<file path="src/rtl/flashing_borders.sv">
// Table frame drawer: per-pixel side decode with per-side hit-triggered flashing, registered outputs.
// Optional macro BORDER_POCKET_GAPS_EN cuts square pocket gaps at corners and side midpoints.
module flashing_borders #(
  parameter int unsigned LEFT_OFFSET   = 32,
  parameter int unsigned RIGHT_OFFSET  = 607,
  parameter int unsigned TOP_OFFSET    = 32,
  parameter int unsigned DOWN_OFFSET   = 447,
  parameter int unsigned THICKNESS     = 16,
  parameter logic [7:0]  BORDER_COLOR  = 8'hAC,
  parameter logic [7:0]  FLASH_COLOR   = 8'hFF,
  parameter int unsigned FLASH_FRAMES  = 8,
  parameter int unsigned BLINK_PERIOD  = 2,
  parameter int unsigned POCKET_RADIUS = 12
) (
  input  logic        clk,
  input  logic        resetN,
  input  logic        startOfFrame,
  input  logic [10:0] pixelX,
  input  logic [10:0] pixelY,
  input  logic        hitTop,
  input  logic        hitDown,
  input  logic        hitLeft,
  input  logic        hitRight,
  output logic        drawingRequestBorders,
  output logic [7:0]  RGBoutBorders,
  output logic [3:0]  borderSide,
  output logic [3:0]  flashActive
);

  if (LEFT_OFFSET < THICKNESS || TOP_OFFSET < THICKNESS) begin : gen_bad_offsets
    $error("flashing_borders: LEFT_OFFSET and TOP_OFFSET must be >= THICKNESS");
  end
  if (FLASH_FRAMES < 1 || FLASH_FRAMES > 255 || BLINK_PERIOD < 1 || BLINK_PERIOD > 15)
  begin : gen_bad_timing
    $error("flashing_borders: FLASH_FRAMES or BLINK_PERIOD out of range");
  end

  localparam logic [11:0] XOuterL = 12'(LEFT_OFFSET - THICKNESS);
  localparam logic [11:0] XInnerL = 12'(LEFT_OFFSET);
  localparam logic [11:0] XInnerR = 12'(RIGHT_OFFSET);
  localparam logic [11:0] XOuterR = 12'(RIGHT_OFFSET + THICKNESS);
  localparam logic [11:0] YOuterT = 12'(TOP_OFFSET - THICKNESS);
  localparam logic [11:0] YInnerT = 12'(TOP_OFFSET);
  localparam logic [11:0] YInnerD = 12'(DOWN_OFFSET);
  localparam logic [11:0] YOuterD = 12'(DOWN_OFFSET + THICKNESS);
  localparam logic [7:0]  FrameLoad = 8'(FLASH_FRAMES);
  localparam logic [3:0]  BlinkLast = 4'(BLINK_PERIOD - 1);

  typedef enum logic {StIdle, StFlash} state_e;

  state_e     state_q     [4];
  logic [7:0] frame_cnt_q [4];
  logic [3:0] blink_cnt_q [4];
  logic [3:0] phase_q;
  logic [3:0] hits;
  logic [3:0] flash_now;
  logic [3:0] side_raw;
  logic [3:0] side_d;
  logic [11:0] x;
  logic [11:0] y;
  logic        x_span;
  logic        y_span;

  assign hits = {hitRight, hitLeft, hitDown, hitTop};
  assign x    = {1'b0, pixelX};
  assign y    = {1'b0, pixelY};

`ifdef BORDER_POCKET_GAPS_EN
  localparam logic [11:0] PocketR = 12'(POCKET_RADIUS);
  localparam logic [11:0] XMid    = 12'((LEFT_OFFSET + RIGHT_OFFSET) >> 1);

  // |a - c| < R without signed arithmetic
  function automatic logic near(input logic [11:0] a, input logic [11:0] c);
    return (a + PocketR > c) && (c + PocketR > a);
  endfunction

  logic in_pocket;
  always_comb begin
    in_pocket = (near(y, YInnerT) || near(y, YInnerD)) &&
                (near(x, XInnerL) || near(x, XInnerR) || near(x, XMid));
  end
`else
  logic unused_pocket;
  assign unused_pocket = ^POCKET_RADIUS;
`endif

  always_comb begin
    x_span      = (x >= XOuterL) && (x <= XOuterR);
    y_span      = (y >= YOuterT) && (y <= YOuterD);
    side_raw[0] = x_span && (y >= YOuterT) && (y < YInnerT);
    side_raw[1] = x_span && (y > YInnerD) && (y <= YOuterD);
    side_raw[2] = y_span && (x >= XOuterL) && (x < XInnerL);
    side_raw[3] = y_span && (x > XInnerR) && (x <= XOuterR);
`ifdef BORDER_POCKET_GAPS_EN
    side_d = in_pocket ? 4'b0000 : side_raw;
`else
    side_d = side_raw;
`endif
    for (int i = 0; i < 4; i++) begin
      flash_now[i] = (state_q[i] == StFlash) && phase_q[i];
    end
  end

  // Per-side flash FSMs; a hit reload takes priority over the frame tick.
  always_ff @(posedge clk or negedge resetN) begin
    if (!resetN) begin
      for (int i = 0; i < 4; i++) begin
        state_q[i]     <= StIdle;
        frame_cnt_q[i] <= 8'd0;
        blink_cnt_q[i] <= 4'd0;
      end
      phase_q <= 4'b0000;
    end else begin
      for (int i = 0; i < 4; i++) begin
        if (hits[i]) begin
          state_q[i]     <= StFlash;
          frame_cnt_q[i] <= FrameLoad;
          blink_cnt_q[i] <= 4'd0;
          phase_q[i]     <= 1'b1;
        end else if (state_q[i] == StFlash && startOfFrame) begin
          frame_cnt_q[i] <= frame_cnt_q[i] - 8'd1;
          if (blink_cnt_q[i] == BlinkLast) begin
            blink_cnt_q[i] <= 4'd0;
            phase_q[i]     <= ~phase_q[i];
          end else begin
            blink_cnt_q[i] <= blink_cnt_q[i] + 4'd1;
          end
          if (frame_cnt_q[i] == 8'd1) begin
            state_q[i] <= StIdle;
            phase_q[i] <= 1'b0;
          end
        end
      end
    end
  end

  // Outputs use the FSM state as it stood before this edge's update.
  always_ff @(posedge clk or negedge resetN) begin
    if (!resetN) begin
      drawingRequestBorders <= 1'b0;
      RGBoutBorders         <= 8'h00;
      borderSide            <= 4'b0000;
      flashActive           <= 4'b0000;
    end else begin
      drawingRequestBorders <= |side_d;
      borderSide            <= side_d;
      if (side_d == 4'b0000) begin
        RGBoutBorders <= 8'h00;
      end else if (|(side_d & flash_now)) begin
        RGBoutBorders <= FLASH_COLOR;
      end else begin
        RGBoutBorders <= BORDER_COLOR;
      end
      for (int i = 0; i < 4; i++) begin
        flashActive[i] <= (state_q[i] == StFlash);
      end
    end
  end

endmodule

</file>
<file path="config.mk">
export PLATFORM = sky130hd
export DESIGN_NAME = flashing_borders
export DESIGN_NICKNAME = d
export VERILOG_FILES = /design/src/rtl/flashing_borders.sv
export SDC_FILE = /design/constraint.sdc
export NUM_CORES = 1
export LEC_CHECK = 0
export CAP_MARGIN = 20
export CORE_MARGIN = 5
export CORE_UTILIZATION = 55
export DETAILED_ROUTE_END_ITERATION = 10
export GPL_TIMING_DRIVEN = 0
export PLACE_DENSITY = 0.83
export SETUP_SLACK_MARGIN = 0.15
export SYNTH_ARGS = -nofsm -noshare
export SYNTH_HDL_FRONTEND = slang
export SYNTH_SLANG_ARGS = --single-unit
</file>
<file path="constraint.sdc">
create_clock -name clk -period 2.12 [get_ports clk]
set_clock_uncertainty 0.1 [all_clocks]
set_input_delay 0.212 -clock clk [delete_from_list [all_inputs] [get_ports clk]]
set_output_delay 0.212 -clock clk [all_outputs]
set_load 0.005 [all_outputs]
</file>
==> results.json, run 1 <==
{
  "status": "finished clean",
  "critical-path-max-stage-delay_ns": 0.62,
  "mappedNetlistArea_um2": 3340,
  "finalCritPeriodShare_pct": 86.8,
  "fp.dieH_um": 87.9,
  "core_um2": 5920,
  "swShare_pct": 26.1,
  "routed_wl_um": 6520,
  "ir_worst_vdd_v": 0.000467,
  "power.density_nw_per_um2": 754,
  "drv_cap": 0,
  "clkSlewWorstSetupHoldPaths_ns": 0.07,
  "worst_hold_path.num_cells": 0,
  "cp_max_fo": 10,
  "yosys_register_bits": 66,
  "finalSetupViolCount": 0,
  "hold_path.class": "reg -> reg",
  "synth-async-reset-ratio_pct": 100,
  "fin_nets": 422,
  "dieArea_um2": 7730,
  "cts_max_level": 3,
  "fillCellCount": 441,
  "hold-worst-slack_ns": 0.352,
  "finalCriticalPeriod_ns": 1.84,
  "path_class": "in -> reg",
  "synthesis.area_per_instance_um2": 10.1,
  "combPwrFrac_pct": 14.5,
  "final_cell_mix": "dfrtp_1, nor2_1, clkdlybuf4s50_1",
  "wl_per_cell_um": 14.2,
  "switching_power_mw": 0.795,
  "syn_nets": 373,
  "num_vias": 2528,
  "crit_buf_inv": 2,
  "cts_tree": "yes",
  "dp_cells": 442,
  "worstPathArrival_ns": 1.95,
  "clock_path_buffers": 2,
  "die_w_um": 87.9,
  "grt.overflow.total": 0,
  "final_common_cell": "dfrtp_1",
  "diodes": 0,
  "cts_sinks": 66,
  "max_slew_margin_pct": 46.2,
  "post_cts_buffers": 0,
  "grt_start_max_net_pins": 67,
  "via_per_inst": 5.51,
  "clk_latency_ns": 0.33,
  "reg2reg_depth": 4,
  "rsz0062_at_grt": "no",
  "antenna_found_initial": 0,
  "ys_types": 45,
  "portBuffers": 37,
  "drive_gt1_share_pct": 9.64,
  "crit_path_top_delay_cell": "clkdlybuf4s50_1",
  "cp-start-kind": "input pin",
  "max_freq_mhz": 543,
  "hpwl_um": 4570,
  "syn_to_final_growth_pct": 20.7,
  "cp.required_ns": 2.23,
  "min_to": "flashActive[0]$_DFF_PN0_",
  "cts_made_buffers": 9,
  "gp_congestion": 0.786,
  "cts_resized": 0,
  "ys_warn_count": 0,
  "grt_pass1_wl_um": 11000,
  "slew_violations": 0,
  "synth_flop_cell": "dfrtp_1",
  "drc_errors": 0,
  "row_count": 28,
  "synth_edf_count": 0,
  "ant_nets": 0,
  "r2r_setup_slack_ns": 0.30,
  "cp_top_family": "buffers and inverters",
  "timing.rr.end": "state_q[0]$_DFFE_PN0P_",
  "pin_count": 46,
  "netlist_instances": 330,
  "first_pass_iters": 5,
  "p_int_mw": 2.25,
  "grtUsageTotal_pct": 18.3,
  "hold_viol": 0,
  "critPathCaptureType": "flip-flop",
  "holdCritStartpoint": "state_q[3]$_DFFE_PN0P_",
  "crit_chain": "clkdlybuf4s50_1 > buf_2 > nand2_2 > o21ai_0 > or3b_2",
  "grt_pass1_vias": 2376,
  "synth_seq_area_share_pct": 49.4,
  "p_seq_share_pct": 47.4,
  "cts_root_buf": "clkbuf_8",
  "leakage_nw": 1.66,
  "drt_iter0_drc": 121,
  "hold_buffers": 1,
  "initial_core_util_pct": 56.4,
  "worst_pin_slew_ns": 0.807,
  "finalNonFillerCells": 459,
  "pwr-share-clk_pct": 38.1,
  "reg2reg_from": "frame_cnt_q[4]$_DFFE_PN0P_"
}
-- state kept, by name, indices dropped and copies added, names as in the netlist --
| register | count |
|---|---|
| borderSide | 4 |
| blink_cnt_q | 16 |
| state_q | 4 |
| RGBoutBorders | 2 |
| phase_q | 4 |
| flashActive | 4 |
| frame_cnt_q | 32 |
-- synthesized netlist by cell type (all sizes together) (6+ instances only) --
cell type / number / area (µm²)
a21o: 7 / 52.6
a21oi: 17 / 85.1
buf: 9 / 62.6
clkbuf: 7 / 26.3
dfrtp: 66 / 1650
ha: 14 / 175
inv: 14 / 52.6
nand2: 23 / 88.8
nand3: 6 / 30.0
nor2: 44 / 165
nor3: 21 / 105
nor4b: 7 / 116
o21ai: 9 / 45.0
or3: 8 / 50.1
xnor2: 20 / 175
-- worst max-delay path by stage --
stage	startpoint	end	depth (start not counted)
final	startOfFrame	frame_cnt_q[19]$_DFFE_PN0P_	5
after global routing	startOfFrame	frame_cnt_q[19]$_DFFE_PN0P_	5
after floorplan	frame_cnt_q[12]$_DFFE_PN0P_	phase_q[2]$_DFFE_PN0P_	4
after CTS	frame_cnt_q[10]$_DFFE_PN0P_	phase_q[2]$_DFFE_PN0P_	4
after global placement	resetN	blink_cnt_q[9]$_DFFE_PN0P_	1
after detailed placement	startOfFrame	frame_cnt_q[19]$_DFFE_PN0P_	5
-- final cells by class --
type	count	area [µm²]	share of cell area, %
Buffer	16	88.8	2.20
Clock buffer	11	141	3.51
Clock inverter	5	77.6	1.92
Inverter	14	52.6	1.30
Multi-Input combinational cell	234	1550	38.4
Sequential cell	66	1650	41.0
Tap cell	75	93.8	2.33
Timing Repair Buffer	38	378	9.37
-- through the flow --
step                      total power [mW]  worst slack (ns)  util [%]  instance area (µm²)  TNS (ns)
after floorplan                       1.75             0.420         -                 3340         0
after global placement                1.88             -1.36      64.3                 3800    -89.32
after detailed placement              1.90           -0.0731      64.2                 3800   -0.0800
after CTS                             3.07             0.290      68.1                 4030         0
after global routing                  3.19             0.182      68.1                 4030         0
final                                 3.04             0.279      68.1                 4030         0
-- kinds of logic (layout without fill, tap and decap cells) --
| family | after synthesis | after routing | synth area share, % |
|---|---|---|---|
| buffers and inverters | 30 | 84 | 4.23 |
| muxes | 2 | 2 | 0.599 |
| AOI/OAI and AO/OA | 53 | 53 | 10.3 |
| adders and majority gates | 14 | 14 | 5.24 |
| and+or+nand+nor | 140 | 140 | 23.6 |
| xor gates and xnor gates | 25 | 25 | 6.55 |
| DFF | 66 | 66 | 49.4 |
-- power by group through the flow --
| stage | registers [mW] | clock network (mW) | logic, mW |
|---|---|---|---|
| 6_report | 1.44 | 1.16 | 0.441 |
| 5_1_grt | 1.46 | 1.24 | 0.498 |
| 4_1_cts | 1.44 | 1.18 | 0.446 |
| 3_5_place_dp | 1.46 | 0 | 0.437 |
| 3_3_place_gp | 1.46 | 0 | 0.424 |
| 2_1_floorplan | 1.44 | 0 | 0.303 |
-- worst register-to-register path, cell delays in order (launching register included) --
cell and delay, ns:
dfrtp_1 0.41, or4_4 0.59, nor4b_4 0.29, nand2_1 0.11, a21o_1 0.20
-- per-layer routing --
layer / part of all wire [%] / global-route usage, % / up-vias
li1: - / - / 1252
met1: 45 / 23.6 / 1212
met2: 49 / 30.2 / 55
met3: 4.5 / 3.48 / 9
met4: 1.6 / 7.53 / 0
met5: 0 / 0 / -
(Power assumes the default switching activity.)
==> run 2, diff against run 1 <==
CORE_MARGIN = 4   (was 5)
==> results.json, run 2 (synthesized netlist as in run 1, its figures left out) <==
{
  "cts_made_buffers": 9,
  "grt_start_max_net_pins": 67,
  "fin_area_um2": 4010,
  "fin_nets": 422,
  "grt_pass1_vias": 2505,
  "rsz0062_at_grt": "no",
  "num_vias": 2528,
  "grt_pass1_wl_um": 10900,
  "reg2reg_from": "frame_cnt_q[12]$_DFFE_PN0P_",
  "status": "finished clean",
  "cp_max_fo": 10,
  "clock_path_buffers": 2,
  "ant_nets": 0,
  "swShare_pct": 26.6,
  "worstPathArrival_ns": 1.96,
  "row_count": 28,
  "final_common_cell": "dfrtp_1",
  "hold_path.class": "reg -> reg",
  "drc_errors": 0,
  "routed_wl_um": 6410,
  "fp.dieH_um": 85.9,
  "ir_worst_vdd_v": 0.000444,
  "p_seq_share_pct": 49.0,
  "wl_per_cell_um": 14.0,
  "max_slew_margin_pct": 46.5,
  "die_w_um": 85.9,
  "critPathCaptureType": "flip-flop",
  "first_pass_iters": 4,
  "timing.rr.end": "phase_q[2]$_DFFE_PN0P_",
  "clk_latency_ns": 0.34,
  "p_int_mw": 2.16,
  "combPwrFrac_pct": 15.0,
  "switching_power_mw": 0.783,
  "leakage_nw": 1.65,
  "cts_resized": 0,
  "pwr-share-clk_pct": 36.0,
  "top_register": "frame_cnt_q",
  "hpwl_um": 4570,
  "cts_root_buf": "clkbuf_8",
  "cts_tree": "yes",
  "initial_core_util_pct": 56.4,
  "worst_pin_slew_ns": 0.803,
  "pin_count": 46,
  "reg_top3": "frame_cnt_q: 32 flops, blink_cnt_q: 16 flops",
  "via_per_inst": 5.51,
  "p_total_mw": 2.95,
  "grtUsageTotal_pct": 18.7,
  "drt_iter0_drc": 115,
  "r2r_setup_slack_ns": 0.31,
  "diodes": 0,
  "finalSetupViolCount": 0,
  "hold_viol": 0,
  "min_to": "flashActive[0]$_DFF_PN0_",
  "cts_max_level": 3,
  "clkSlewWorstSetupHoldPaths_ns": 0.07,
  "drive_gt1_share_pct": 9.11,
  "reg2reg_depth": 4,
  "antenna_found_initial": 0,
  "cts_sinks": 66,
  "final_cell_mix": "dfrtp_1, nor2_1, clkdlybuf4s50_1",
  "dieArea_um2": 7380,
  "finalCriticalPeriod_ns": 1.84,
  "max_freq_mhz": 544,
  "holdCritStartpoint": "state_q[3]$_DFFE_PN0P_",
  "largest_register_ffs": 32,
  "syn_to_final_growth_pct": 20.0,
  "cp.required_ns": 2.24,
  "gp_congestion": 0.802,
  "power.density_nw_per_um2": 735,
  "slew_violations": 0,
  "finalCritPeriodShare_pct": 86.8,
  "worst_hold_path.num_cells": 0,
  "core_um2": 5920,
  "placed_cell_area_um2": 3800,
  "drv_cap": 0,
  "grt.overflow.total": 0,
  "portBuffers": 37,
  "path_class": "in -> reg",
  "cp-start-kind": "input pin"
}
run 2: cell count changes in the layout (fill, tap and decap cells not counted), sizes merged:
cell | before | now
clkinvlp | 1 | 0
clkbuf | 18 | 21
bufinv | 2 | 1
clkinv | 2 | 1
run 2: cell type report:
type / instances / area (µm²)
fill: 452 / 1910
sequential: 66 / 1650
multi-input combinational: 234 / 1550
timing repair buffer: 38 / 378
clock buffer: 14 / 163
tap: 75 / 93.8
buffer: 16 / 88.8
inverter: 14 / 52.6
clock inverter: 2 / 35.0
run 2: worst max path at each step:
stage	to	cells after the start	slack (ns)	startpoint
final	frame_cnt_q[19]$_DFFE_PN0P_	5	0.28	startOfFrame
after global routing	frame_cnt_q[19]$_DFFE_PN0P_	5	0.17	startOfFrame
after detailed placement	frame_cnt_q[19]$_DFFE_PN0P_	5	-0.07	startOfFrame
after CTS	frame_cnt_q[19]$_DFFE_PN0P_	5	0.30	startOfFrame
after floorplan	phase_q[2]$_DFFE_PN0P_	4	0.42	frame_cnt_q[12]$_DFFE_PN0P_
after global placement	blink_cnt_q[9]$_DFFE_PN0P_	1	-1.36	resetN
run 2: repair_timing:
item	4_1_cts	5_1_grt
hold endpoints to repair	66	0
hold buffers	1	0
setup buffers	0	0
run 2: power by group through the flow:
stage | registers (mW) | logic [mW] | clock network (mW)
after floorplan | 1.44 | 0.303 | 0
after global placement | 1.46 | 0.424 | 0
after detailed placement | 1.47 | 0.442 | 0
after CTS | 1.44 | 0.447 | 1.09
after global routing | 1.46 | 0.500 | 1.13
final | 1.44 | 0.441 | 1.06
run 2: stage by stage:
stage | setup WS, ns | setup TNS, ns | std cells | util (%) | hold WS [ns]
floorplan | 0.420 | 0 | 330 | - | -0.184
global placement | -1.36 | -89.92 | 442 | 64.3 | 0.335
detailed placement | -0.0657 | -0.0657 | 442 | 64.2 | 0.259
CTS | 0.296 | 0 | 459 | 67.7 | 0.363
global route | 0.170 | 0 | 459 | 67.7 | 0.372
finish | 0.280 | 0 | 459 | 67.7 | 0.362
run 2: routing by layer:
metal	GRT usage (%)	vias up	share of wire [%]
li1	-	1251	-
met1	22.4	1206	44
met3	3.55	16	4.4
met2	31.6	55	49
met5	0	-	0
met4	10.1	0	2.5
run 2: worst max-delay path: stages:
cell             delay (ns)
clkdlybuf4s50_1        0.63
buf_2                  0.30
nand2_2                0.18
o21ai_0                0.18
or3b_2                 0.44
==> patch (settings of run 2) <==
Reset style: synchronous (`resetN`), changed in 2 clocked blocks.
--- a/src/rtl/flashing_borders.sv
+++ b/src/rtl/flashing_borders.sv
@@ -102,7 +102,7 @@
   end
 
   // Per-side flash FSMs; a hit reload takes priority over the frame tick.
-  always_ff @(posedge clk or negedge resetN) begin
+  always_ff @(posedge clk) begin
     if (!resetN) begin
       for (int i = 0; i < 4; i++) begin
         state_q[i]     <= StIdle;
@@ -135,7 +135,7 @@
   end
 
   // Outputs use the FSM state as it stood before this edge's update.
-  always_ff @(posedge clk or negedge resetN) begin
+  always_ff @(posedge clk) begin
     if (!resetN) begin
       drawingRequestBorders <= 1'b0;
       RGBoutBorders         <= 8'h00;
Check against the original RTL: differs if resetN is asserted again (counterexample within 4 cycles, from zero or initial values and one cycle with resetN low); with resetN held inactive, the same outputs for 10 cycles.
==> patch against run 2 <==
First-iteration DRC count fell by 6.1%. Synthesized cell count rose by 0.30%. Critical endpoint is now phase_q[0]$_SDFFE_PN0P_. Cell area rose by 3.6%. Sequential cell count rose by 1. Synthesized area rose by 3.0%. Setup slack got worse by 91 ps. Total power rose by 0.74%. Wire length rose by 1.4%.
==> patch: results (changes against run 2) <==
# clk buffers: 13 (-1)
Initial DRC count: 108 (-6.1%)
Detailed Route WL: 6500 um (+1.4%)
Non-clk invs: 16 (+2)
CTS Buffer Depth: 2 (unchanged)
Worst path slowest cell: or4_4
Dpl cells: 443 (+0.23%)
Fin nets: 425 (+0.71%)
Gpl congestion: 0.828 (+3.2%)
Non-Filler Instances: 460 (+0.22%)
Grt met2 use: 31.5% (-0.066 points)
P_leak: 0.00155 uW (-6.3%)
Multi-input logic area: 1520 um^2 (-1.9%)
WL met3: 412 um (+46%)
Comb_multi_in: 238 (+1.7%)
Filler cell count: 459 (+1.5%)
Core ar.: 5990 um^2 (+1.2%)
Met3 usage: 6.05% (+2.5 points)
Arr. time, crit path: 2060 ps (+100 ps)
Worst vdd ir: 476 uV (+7.1%)
Routed wl met2: 3130 um (about the same)
First-pass detailed-route iteration total: 4 (unchanged)
List of most frequent post-synthesis cells: nor2_1, edfxtp_1, nand2_1, xnor2_1, dfxtp_1
Metal-1 WL: 2870 um (+1.1%)
Ys async rst share: 0% (-100 points)
Vias in the first global route: 2471 (-1.4%)
NonClk Buf Share: 10.6% (-1.0 points)
Seq/Total Area, Yosys: 53.3% (+3.8 points)
Synth area leaders: edfxtp_1, dfxtp_1, nor2_1, ha_1, xnor2_1
FF-to-FF path depth: 5 (+1)
ClkCell Share: 5.00% (+0.072 points)
N_diodes: 0 (unchanged)
DP Wirelength: 4840 um (+5.8%)
Outcome: completed
Share of layout cells above drive strength 1: 9.35% (+0.24 points)
Critical Path Max Stage Delay: 580 ps (-50 ps)
Crit path max fanout: 3 (-7)
Hold Crit Depth: 2 (+2)
Placed Area: 3900 um^2 (+2.7%)
DR vias/cell: 5.46 (-0.81%)
Gr usage total: 18.7% (about the same)
GR Util met1: 21.8% (-0.60 points)
First-pass GRT wire length: 10900 um (-0.25%)
Post-synth EDFFs: 49 (+49)
Unique masters post-synth: 41 (-8.9%)
Pre-CTS setup slack: -126 ps (-60.2 ps)
Register area: 1830 um^2 (+11%)
#FFs+latches synth: 67 (+1.5%)
Post-Syn Instances: 331 (+0.30%)
Non-clk bufs: 48 (-11%)
Worst slew margin: 66.3% (+20 points)
Synthesized Nets: 376 (+0.80%)
Largest net degree at the start of global routing: 13 (-81%)
==> patch: timing repair <==
action	CTS	global route
pin swaps	0	1
hold buffers	0	0
setup endpoints to repair	4	4
buffers inserted	0	1
hold endpoints to repair	0	0
resized for setup	2	3
==> patch: cells by family (layout without fill, tap and decap cells) <==
kind of cell / after synthesis / in the layout / synth area share [%]
xor gates and xnor gates: 30 / 30 / 7.64
AOI/OAI and AO/OA: 34 / 34 / 7.17
buffers and inverters: 26 / 80 / 3.60
adders and majority gates: 16 / 16 / 5.82
DFF: 67 / 67 / 53.3
and+or+nand+nor: 158 / 158 / 22.5
==> patch: per-stage QoR <==
step,utilization (%),hold slack (ps)
floorplan,-,251
global placement,65.2,389
detailed placement,65.2,419
CTS,68.8,422
global route,69.3,444
finish,69.3,421
==> patch: report_power, final <==
group	internal [uW]	switching [uW]
clock	596	473
combinational	172	175
sequential	1480	69.8
==> patch: worst max-delay path: cells and delay by family (launching register included) <==
kind / cells / cell delay, ps
AND/OR/NAND/NOR: 2 / 950
flip-flops: 1 / 430
AO/OA/AOI/OAI: 3 / 330
==> patch: final timing paths <==
check / start / endpoint / slack (ps)
worst max register to register: frame_cnt_q[0][2]$_SDFFCE_PN0P_ / phase_q[0]$_SDFFE_PN0P_ / 190
worst max-delay path: frame_cnt_q[0][2]$_SDFFCE_PN0P_ / phase_q[0]$_SDFFE_PN0P_ / 190
worst min register to register: phase_q[0]$_SDFFE_PN0P_ / phase_q[0]$_SDFFE_PN0P_ / 420
worst min-delay path: phase_q[0]$_SDFFE_PN0P_ / phase_q[0]$_SDFFE_PN0P_ / 420
